<file path="config.mk">
export PLATFORM = sky130hd
export DESIGN_NAME = idiv_rem_fu
export DESIGN_NICKNAME = d
export VERILOG_FILES = /design/src/rtl/idiv_rem_fu.sv
export SDC_FILE = /design/constraint.sdc
export NUM_CORES = 1
export LEC_CHECK = 0
export BUFFER_PORTS_ARGS = -buffer_cell sky130_fd_sc_hd__buf_4
export CORE_MARGIN = 2
export CORE_UTILIZATION = 50
export CTS_CLUSTER_DIAMETER = 60
export DETAILED_ROUTE_END_ITERATION = 8
export HOLD_SLACK_MARGIN = 0.1
export PLACE_DENSITY = 0.72
export SKIP_CTS_REPAIR_TIMING = 1
export SYNTH_ARGS = -nofsm -noshare
export SYNTH_HDL_FRONTEND = slang
export SYNTH_SLANG_ARGS = --single-unit
</file>
<file path="constraint.sdc">
create_clock -name clk_in -period 11.8 [get_ports clk_in]
set_input_delay 2.95 -clock clk_in [delete_from_list [all_inputs] [get_ports clk_in]]
set_output_delay 2.95 -clock clk_in [all_outputs]
set_load 0.05 [all_outputs]
</file>
<file path="src/rtl/idiv_rem_fu.sv">
// Iterative integer divide/remainder unit.
// One restoring shift-subtract step per clock on operand magnitudes, with a
// sign fix when results load. Divide-by-zero and signed overflow complete
// straight from IDLE without entering BUSY.
module idiv_rem_fu #(
  parameter int RSZ = 32
) (
  input  logic           clk_in,
  input  logic           reset_in,
  input  logic           start,
  input  logic [RSZ-1:0] Rs1_data,
  input  logic [RSZ-1:0] Rs2_data,
  input  logic [1:0]     op,
  output logic [RSZ-1:0] quotient,
  output logic [RSZ-1:0] remainder,
  output logic           done
);

  // op encoding: bit 0 set selects unsigned, bit 1 set selects REM.
  localparam logic [1:0] OP_DIV  = 2'b00;
  localparam logic [1:0] OP_DIVU = 2'b01;
  localparam logic [1:0] OP_REM  = 2'b10;
  localparam logic [1:0] OP_REMU = 2'b11;

  localparam logic [RSZ-1:0] MIN_NEG = {1'b1, {(RSZ-1){1'b0}}};

  typedef enum logic [1:0] {IDLE, BUSY, DONE} state_t;

  state_t         state;
  logic [5:0]     cnt;
  logic [RSZ-1:0] dvd_q;   // dividend magnitude, quotient bits shift in at the bottom
  logic [RSZ-1:0] dvs;     // divisor magnitude
  logic [RSZ-1:0] prem;    // partial remainder (always below the divisor)
  logic           neg_q;
  logic           neg_r;

  logic signed [RSZ-1:0] dividend_s;
  logic signed [RSZ-1:0] divisor_s;
  logic                  is_signed;
  logic                  dvd_neg;
  logic                  dvs_neg;
  logic                  div_zero;
  logic                  overflow;

  logic [RSZ:0]   shift;
  logic [RSZ:0]   diff;
  logic           qbit;
  logic [RSZ-1:0] prem_nxt;
  logic [RSZ-1:0] quo_nxt;

  // Magnitude of a possibly-negative operand; the most negative value maps
  // to itself, which is its correct unsigned magnitude.
  function automatic logic [RSZ-1:0] magnitude(input logic [RSZ-1:0] v, input logic neg);
    return neg ? -v : v;
  endfunction

  // Restore the sign of a magnitude result.
  function automatic logic [RSZ-1:0] apply_sign(input logic [RSZ-1:0] mag, input logic neg);
    return neg ? -mag : mag;
  endfunction

  assign dividend_s = Rs1_data;
  assign divisor_s  = Rs2_data;
  assign is_signed  = (op == OP_DIV) || (op == OP_REM);
  assign dvd_neg    = is_signed && (dividend_s < 0);
  assign dvs_neg    = is_signed && (divisor_s < 0);
  assign div_zero   = (Rs2_data == '0);
  assign overflow   = is_signed && (Rs1_data == MIN_NEG) && (Rs2_data == '1);

  // One restoring step: shift in the next dividend bit, subtract if it fits.
  always_comb begin
    shift    = {prem, dvd_q[RSZ-1]};
    diff     = shift - {1'b0, dvs};
    qbit     = ~diff[RSZ];
    prem_nxt = qbit ? diff[RSZ-1:0] : shift[RSZ-1:0];
    quo_nxt  = {dvd_q[RSZ-2:0], qbit};
  end

  // Control FSM with registered results and completion pulse.
  always_ff @(posedge clk_in) begin
    if (!reset_in) begin
      state     <= IDLE;
      done      <= 1'b0;
      quotient  <= '0;
      remainder <= '0;
      cnt       <= '0;
    end else begin
      case (state)
        IDLE: begin
          done <= 1'b0;
          if (start) begin
            if (div_zero) begin
              quotient  <= '1;
              remainder <= Rs1_data;
              done      <= 1'b1;
              state     <= DONE;
            end else if (overflow) begin
              quotient  <= MIN_NEG;
              remainder <= '0;
              done      <= 1'b1;
              state     <= DONE;
            end else begin
              dvd_q <= magnitude(Rs1_data, dvd_neg);
              dvs   <= magnitude(Rs2_data, dvs_neg);
              prem  <= '0;
              neg_q <= dvd_neg ^ dvs_neg;
              neg_r <= dvd_neg;
              cnt   <= '0;
              state <= BUSY;
            end
          end
        end
        BUSY: begin
          dvd_q <= quo_nxt;
          prem  <= prem_nxt;
          cnt   <= cnt + 6'd1;
          if (cnt == 6'(RSZ-1)) begin
            quotient  <= apply_sign(quo_nxt, neg_q);
            remainder <= apply_sign(prem_nxt, neg_r);
            done      <= 1'b1;
            state     <= DONE;
          end
        end
        DONE: begin
          done  <= 1'b0;
          state <= IDLE;
        end
        default: begin
          done  <= 1'b0;
          state <= IDLE;
        end
      endcase
    end
  end

endmodule

</file>
==> results.ini, run 1 <==
[timing]
fmax_ghz=0.132
hold_viol=0
relSlewSlack=0.253
setup_tns_ns=0
period_share=0.642
timing.hold.ws_ns=0.459
skew_ns=0.0104
rsz0062_at_grt=false
layout_min_cycle_time_ns=7.58
slew_violations=0
setup_slack_ns=4.22
setup_viol=0
worst_slew_pin_slew_ns=1.11

[global_routing]
grt_pass1_wl_mm=58.0
antenna_found_initial=0
grt_pass1_vias=10749
grt_max_degree=98
grt_usage=0.286
grt_overflow=0

[outcome]
status=finished clean

[clock_tree]
cts_root_buffer=clkbuf_16
cts_made_buffers=17
clock_latency_ns=0.45
cts-htree-levels=4
cts_sinks=171
cts_tree=built
cts.reportedPaths.clkPinSlew_ns=0.08
clk_path_buf_depth=2

[synth]
synth_ff_type=edfxtp_1
yosysUniqueCellTypes=83
synth_area_per_cell_um2=8.44
ys_ff_latch=171
yosys_warnings=0
syn_area_mm2=0.0123
syn_nets=1563
yosys-top-cells-area=edfxtp_1 24%, dfxtp_1 12%, xnor2_1 5.3%
synth_top_area_cell=edfxtp_1
synth_top_area_frac=0.240
ys_seq_area_frac=0.359
synth.most_common_cell=nor2_1
synth_edf_count=98
async_flop_share=0
synth_commonest_cells=142 x nor2_1, 122 x a21oi_1, 117 x o21ai_0
syn_inst=1455

[route]
ant_nets=0
wl_per_cell_um=20.0
vias_per_cell=6.18
drcViolationCount=0
first_pass_iters=5
vias=11536
routed_wl_mm=37.3
first_iter_violations=1257

[die]
die_x_um=161
die-area_mm2=0.0258
start_util=0.506
ios=134
die_h_um=161
rows=57
core_mm2=0.0242

[layout]
nFillCells=2251
nets=1637
ff_latch_area_mm2=0.00440
final_layout_size_suffix_gt1_frac=0.134
diodes=0
area.growth.synth_to_final_pct=14.0
final_cells=1866
multiInputGateArea_mm2=0.00731

[power_and_ir_drop]
leakage_nw=5.36
power_mw=1.71
power.density_mw_per_mm2=122
ir_drop_v=0.0000799

[min_path]
hp-class=flip-flop to flip-flop

[worst_setup_path]
cp_cell_sequence=buf_4 > inv_1 > ha_1 > or3b_2 > nor4_2 > nand4_1 > nor4_2 > a31oi_1 > or3b_1 > a21o_1 > buf_4 > nor2_1 > nand2_1 > o32ai_1
cpPeakStageDelay_ns=0.98
crit_arrival_ns=7.92
cp_top_family=simple AND/OR/NAND/NOR gates
crit_required_ns=12.15
crit_fanout=51
crit_type=input pin to flip-flop
crit_buf_inv=3
r2r_slack_ns=6.10
worstSetupEndpointType=flip-flop
startpoint_type=input pin
cpMaxStageDelayCell=nor4_2

[placed_design]
hpwlAfterDp_mm=27.7
dp_slack_ns=3.96
gp_congestion=0.943
dp_cells=1834
io_buffers=132

[flow_run]
cap_violations=0

## sequential cells by signal, summed over array words and instances (netlist names)
| signal | flops |
|---|---|
| cnt | 6 |
| done | 1 |
| dvd_q | 32 |
| dvs | 32 |
| neg_q | 1 |
| neg_r | 1 |
| prem | 32 |
| quotient | 32 |
| remainder | 32 |
| state | 2 |
## cells by family after synthesis
group	Yosys count	share of synthesized area
buf+inv	146	0.0484
mux	37	0.0306
compound gates	430	0.225
flops	171	0.359
fa+ha+maj	39	0.0404
simple gates	502	0.204
xor+xnor	130	0.0927
## worst min-delay path: cells and delay by family (launching register included)
family | cells | cell delay [ns]
simple gates | 1 | 0.05
compound gates | 1 | 0.05
flops | 1 | 0.32
## cell usage in the layout (no fill, tap or decap), drive strengths merged, types with 4 or more instances in the layout
cell and count:
and4 5, o31ai 27, or4 13, a21o 14, nand2b 15, a211oi 21
o21a 9, a221oi 17, mux2i 33, o22ai 4, o41ai 12, clkbuf 17
xor2 56, a2111oi 8, buf 142, inv 67, nor3 52, or3 16
nor3b 8, nor4 21, clkinv 5, a21boi 6, nor2b 11, o21ai 125
dfxtp 73, nand2 111, xnor2 74, or2 4, edfxtp 98, nor2 143
a21oi 122, mux2 4, nand4 24, nand3 29, and2 20, o211ai 20
a31oi 13, ha 38, and3 18
## report_power, final
| group | total (mW) | internal, mW | leakage, nW | switching [mW] |
|---|---|---|---|---|
| clock network | 0.574 | 0.286 | 0.286 | 0.288 |
| logic | 0.442 | 0.156 | 3.55 | 0.286 |
| registers | 0.692 | 0.666 | 1.53 | 0.0266 |
| total | 1.71 | 1.11 | 5.36 | 0.600 |
## area by class of cell
cell class	count	area share
repair buffers	142	0.0762
multi-input cells	1138	0.522
well taps	324	0.0290
inverters	59	0.0158
clock inverters	15	0.0120
flip-flops and latches	171	0.315
clock buffers	17	0.0304
## metrics by stage
step | util | area (µm²)
5_1_grt | 0.577 | 14000
2_1_floorplan | - | 12300
3_3_place_gp | 0.553 | 13400
3_5_place_dp | 0.553 | 13400
6_report | 0.577 | 14000
4_1_cts | 0.577 | 14000
## final timing paths
kind,start,endpoint,cells past startpoint
setup / recovery,Rs2_data[0],remainder[27],14
hold / removal,done,done,2
setup reg to reg,dvd_q[31],remainder[18],19
hold reg to reg,done,done,2
## routing by layer
metal	global-route usage	up-vias	wire, µm	part of all wire
li1	-	5520	-	-
met1	0.386	5466	15800	0.42
met2	0.443	466	16600	0.44
met3	0.0640	84	3370	0.090
met4	0.126	0	1540	0.041
met5	0	-	0	0
Note: power is estimated with default switching activity, not from simulation.
==> run 2, diff against run 1 <==
Settings changed: PLACE_DENSITY 0.72 to 0.74.
Clock period 11.8 ns to 6.8 ns, I/O delays scaled along.
==> results.ini, run 2 (same netlist as run 1, synthesis figures left out) <==
[clock_tree]
cts-htree-levels=4  ; unchanged
clock_latency_ns=0.44  ; was 0.45 ns
cts_made_buffers=17  ; unchanged
cts.reportedPaths.clkPinSlew_ns=0.07  ; was 0.08 ns
cts_root_buffer=clkbuf_16  ; unchanged
cts_sinks=171  ; unchanged
cts_tree=built  ; unchanged
clk_path_buf_depth=2  ; unchanged

[placed_design]
dp_slack_ns=0.890  ; was 3.96 ns
dpl_cell_area_mm2=0.0135  ; was 0.0134 mm²
gp_congestion=0.929  ; was 0.943
io_buffers=132  ; unchanged
hpwlAfterDp_mm=25.7  ; was 27.7 mm

[die]
die_x_um=161  ; unchanged
die_h_um=161  ; unchanged
die-area_mm2=0.0258  ; unchanged
ios=134  ; unchanged
core_mm2=0.0242  ; unchanged
start_util=0.506  ; unchanged
rows=57  ; unchanged

[layout]
final_area_mm2=0.0141  ; was 0.0140 mm²
diodes=0  ; unchanged
final_common_cell=buf_4
nFillCells=2250  ; was 2251
area.growth.synth_to_final_pct=14.5  ; was 14.0%
layout_common_cells=149 x buf_4, 142 x nor2_1, 121 x a21oi_1  ; was 142 x nor2_1, 142 x buf_4, 121 x a21oi_1
final_layout_size_suffix_gt1_frac=0.137  ; was 0.134
nets=1645  ; was 1637

[timing]
setup_slack_ns=1.25  ; was 4.22 ns
hold_viol=0  ; unchanged
skew_ns=0.0130  ; was 0.0104 ns
slew_violations=0  ; unchanged
fmax_ghz=0.180
worst_slew_pin_slew_ns=1.05  ; was 1.11 ns
setup_tns_ns=0  ; unchanged
period_share=0.816
rsz0062_at_grt=false  ; unchanged
relSlewSlack=0.296  ; was 0.253
setup_viol=0  ; unchanged
layout_min_cycle_time_ns=5.55

[global_routing]
grt_overflow=0  ; unchanged
grt_max_degree=80  ; was 98
grt_usage=0.273  ; was 0.286
antenna_found_initial=0  ; unchanged
grt_pass1_wl_mm=57.0  ; was 58.0 mm
grt_pass1_vias=11204  ; was 10749

[worst_setup_path]
worstSetupEndpointType=flip-flop  ; unchanged
crit_arrival_ns=5.91  ; was 7.92 ns
cpMaxStageDelayCell=a21oi_4  ; was nor4_2
crit_fanout=26  ; was 51
cpPeakStageDelay_ns=0.68  ; was 0.98 ns
crit_required_ns=7.16  ; was 12.15 ns
crit_type=input pin to flip-flop  ; unchanged
startpoint_type=input pin  ; unchanged
cp_cell_sequence=buf_4 > inv_1 > ha_1 > or3b_2 > nor4_2 > nand4_1 > nor4_2 > a31oi_1 > or3b_1 > a21oi_4 > o21ai_1 > nor4_1 > a22oi_1 > o21ai_1  ; was buf_4 > inv_1 > ha_1 > or3b_2 > nor4_2 > nand4_1 > nor4_2 > a31oi_1 > or3b_1 > a21o_1 > buf_4 > nor2_1 > nand2_1 > o32ai_1
r2r_slack_ns=1.57  ; was 6.10 ns

[power_and_ir_drop]
power_mw=2.90  ; was 1.71 mW
leakage_nw=5.40  ; was 5.36 nW
power.density_mw_per_mm2=207  ; was 122 mW/mm²
ir_drop_v=0.000164  ; was 0.0000799 V

[route]
first_iter_violations=1065  ; was 1257
wl_per_cell_um=18.9  ; was 20.0 µm
ant_nets=0  ; unchanged
vias_per_cell=6.18  ; about the same
drcViolationCount=0  ; unchanged
first_pass_iters=7  ; was 5
routed_wl_mm=35.3  ; was 37.3 mm
vias=11590  ; was 11536

[flow_run]
cap_violations=0  ; unchanged

[min_path]
hp-class=flip-flop to flip-flop  ; unchanged

[outcome]
status=finished clean  ; unchanged

## run 2: cell count changes in the layout (fill, tap and decap cells not counted)
cell and delta:
nor3_2 -1, inv_6 +1, inv_12 -1, inv_8 -1, clkinv_8 -1, clkinv_4 +2
buf_12 +1, nor3_4 +1, clkinv_1 +1, buf_4 +7, clkinv_2 -1
## run 2: path summary, 6_finish.rpt
kind,from,to,cells past startpoint
min,quotient[12],quotient[12],2
max,Rs2_data[1],remainder[31],14
max reg2reg,dvd_q[31],quotient[28],20
min reg2reg,quotient[12],quotient[12],2
## run 2: cell type report
type / count / area [µm²] / share of cell area
clock buffers: 17 / 425 / 0.0303
clock inverters: 15 / 149 / 0.0106
inverters: 59 / 221 / 0.0158
multi-input cells: 1138 / 7310 / 0.520
flip-flops and latches: 171 / 4400 / 0.313
well taps: 324 / 405 / 0.0288
repair buffers: 150 / 1140 / 0.0810
## run 2: worst max-delay path, delay by kind of cell
family	cells	cell delay (ns)
fa+ha+maj	1	0.17
simple gates	6	2.64
buf+inv	2	0.20
compound gates	5	1.20
## run 2: metal layers
metal  track usage  routed length [µm]  vias to the layer above
met1         0.360               15300                     5531
met4         0.115                1410                        0
met2         0.448               16300                      450
met5             0                   0                        -
li1              -                   -                     5527
met3        0.0436                2330                       82
## run 2: stage by stage
step,hold WS (ns),util,std cells
finish,0.459,0.580,1874
detailed placement,0.450,0.556,1842
global route,0.474,0.580,1874
floorplan,0.480,-,1455
CTS,0.460,0.580,1874
global placement,0.449,0.556,1842
## run 2: power by group
group / total (mW) / internal, mW / switching, mW / leakage, nW
registers: 1.20 / 1.16 / 0.0470 / 1.53
logic: 0.737 / 0.274 / 0.463 / 3.60
clock network: 0.965 / 0.489 / 0.476 / 0.276
==> run 3, diff against run 2 <==
Settings changed: PLACE_DENSITY 0.74 to 0.72.
Clock period 6.8 ns to 5.4 ns, I/O delays scaled along.
==> results.ini, run 3 (same netlist as run 1, synthesis figures left out) <==
[route]
routed_wl_mm=36.1  ; was 35.3 mm
ant_nets=0  ; unchanged
top_layer_used=met4  ; unchanged
first_pass_iters=6  ; was 7
vias=11534  ; was 11590
routed-wl-met3_mm=2.58  ; was 2.33 mm
wl_met2_mm=16.5  ; was 16.3 mm
wl_per_cell_um=19.2  ; was 18.9 µm
drcViolationCount=0  ; unchanged
first_iter_violations=1247  ; was 1065
vias_per_cell=6.12  ; was 6.18
drt-met1-wl_mm=15.8  ; was 15.3 mm

[clock_tree]
clk_path_buf_depth=2  ; unchanged
cts_root_buffer=clkbuf_16  ; unchanged
clock_latency_ns=0.44  ; about the same
cts_made_buffers=17  ; unchanged
cts.reportedPaths.clkPinSlew_ns=0.08  ; was 0.07 ns
cts_tree=built  ; unchanged
cts-htree-levels=4  ; unchanged
cts_sinks=171  ; unchanged

[timing]
rsz0062_at_grt=false  ; unchanged
period_share=0.914
setup_viol=0  ; unchanged
layout_min_cycle_time_ns=4.93
slew_violations=0  ; unchanged
skew_ns=0.0106  ; was 0.0130 ns
worst_slew_pin_slew_ns=1.12  ; was 1.05 ns
fmax_ghz=0.203
setup_tns_ns=0  ; unchanged
relSlewSlack=0.249  ; was 0.296
hold_viol=0  ; unchanged

[layout]
final_cells=1884  ; was 1874
multiInputGateArea_mm2=0.00731  ; unchanged
final_layout_size_suffix_gt1_frac=0.144  ; was 0.137
nFillCells=2171  ; was 2250
diodes=0  ; unchanged
nets=1655  ; was 1645
layout_common_cells=156 x buf_4, 142 x nor2_1, 121 x a21oi_1  ; was 149 x buf_4, 142 x nor2_1, 121 x a21oi_1
area.growth.synth_to_final_pct=15.8  ; was 14.5%
final_common_cell=buf_4  ; unchanged
final_util=0.586  ; was 0.580
ff_latch_area_mm2=0.00440  ; unchanged

[power_and_ir_drop]
p_switching_mw=1.29  ; was 0.986 mW
leakage_nw=5.49  ; was 5.40 nW
p_int_mw=2.47  ; was 1.92 mW
seqPwrFrac=0.404  ; was 0.414
share_comb_of_total_power=0.255  ; was 0.254
p_sw_frac=0.344  ; was 0.339
power.density_mw_per_mm2=264  ; was 207 mW/mm²
clkPwrFrac=0.342  ; was 0.332
ir_drop_v=0.000138  ; was 0.000164 V

[flow_run]
cap_violations=0  ; unchanged

[die]
die-area_mm2=0.0258  ; unchanged
ios=134  ; unchanged
die_h_um=161  ; unchanged
rows=57  ; unchanged
die_x_um=161  ; unchanged
start_util=0.506  ; unchanged
core_mm2=0.0242  ; unchanged

[global_routing]
antenna_found_initial=0  ; unchanged
grt_usage=0.274  ; was 0.273
grt_max_degree=94  ; was 80
grt_pass1_wl_mm=56.5  ; was 57.0 mm
grt_overflow=0  ; unchanged
grt_pass1_vias=10797  ; was 11204

[placed_design]
gp_congestion=0.942  ; was 0.929
hpwlAfterDp_mm=26.9  ; was 25.7 mm
dp_cells=1852  ; was 1842
io_buffers=132  ; unchanged

[worst_setup_path]
startpoint_type=flip-flop  ; was input pin
crit_fanout=10  ; was 26
crit_required_ns=5.74  ; was 7.16 ns
crit_type=flip-flop to flip-flop  ; was input pin to flip-flop
crit_arrival_ns=5.28  ; was 5.91 ns
worstSetupEndpointType=flip-flop  ; unchanged

[min_path]
hp-class=flip-flop to flip-flop  ; unchanged

[outcome]
status=finished clean  ; unchanged

==> run 3: worst paths after layout <==
kind	startpoint	end	slack, ns	depth (start not counted)
worst max-delay path	dvd_q[31]	quotient[17]	0.47	15
worst min-delay path	done	done	0.46	2
worst max register to register	dvd_q[31]	quotient[17]	0.47	15
worst min register to register	done	done	0.46	2
==> run 3: power groups by stage <==
stage	combinational, mW	clock, mW	sequential (mW)
after CTS	0.944	1.30	1.51
after global routing	1.04	1.35	1.52
final	0.957	1.28	1.52
after floorplan	0.667	0	1.52
after detailed placement	0.938	0	1.54
after global placement	0.928	0	1.54
==> run 3: stage by stage <==
| stage | hold WS, ns | instance area [µm²] | power, mW | worst slack (ns) |
|---|---|---|---|---|
| after floorplan | 0.480 | 12300 | 2.19 | 0.00823 |
| after global placement | 0.450 | 13600 | 2.47 | 0.231 |
| after detailed placement | 0.453 | 13600 | 2.48 | 0.165 |
| after CTS | 0.463 | 14200 | 3.75 | 0.527 |
| after global routing | 0.483 | 14200 | 3.91 | 0.230 |
| final | 0.465 | 14200 | 3.76 | 0.466 |
==> run 3: area by class of cell <==
| type | count | area share |
|---|---|---|
| clock inverter | 14 | 0.0121 |
| clock buffer | 18 | 0.0317 |
| timing repair buffer | 160 | 0.0880 |
| sequential | 171 | 0.310 |
| multi-input combinational | 1138 | 0.514 |
| inverter | 59 | 0.0156 |
| tap | 324 | 0.0285 |
==> run 3: per-layer routing <==
layer / vias to the layer above / GRT usage
met5: - / 0
met1: 5429 / 0.378
met4: 0 / 0.107
met3: 69 / 0.0359
met2: 477 / 0.441
li1: 5559 / -
==> run 3: critical path: stages, from the launching register on <==
cell and delay (ns):
edfxtp_1 0.45, inv_1 0.09, ha_1 0.17, inv_1 0.05, fa_1 0.41, a21o_1 0.19
a221o_1 0.43, o211ai_2 0.33, a2111oi_4 0.15, or3_1 0.55, a2111oi_0 0.82, nand2_1 0.24
o41ai_1 0.36, xor2_1 0.31, nand3_1 0.13, o211a_1 0.16
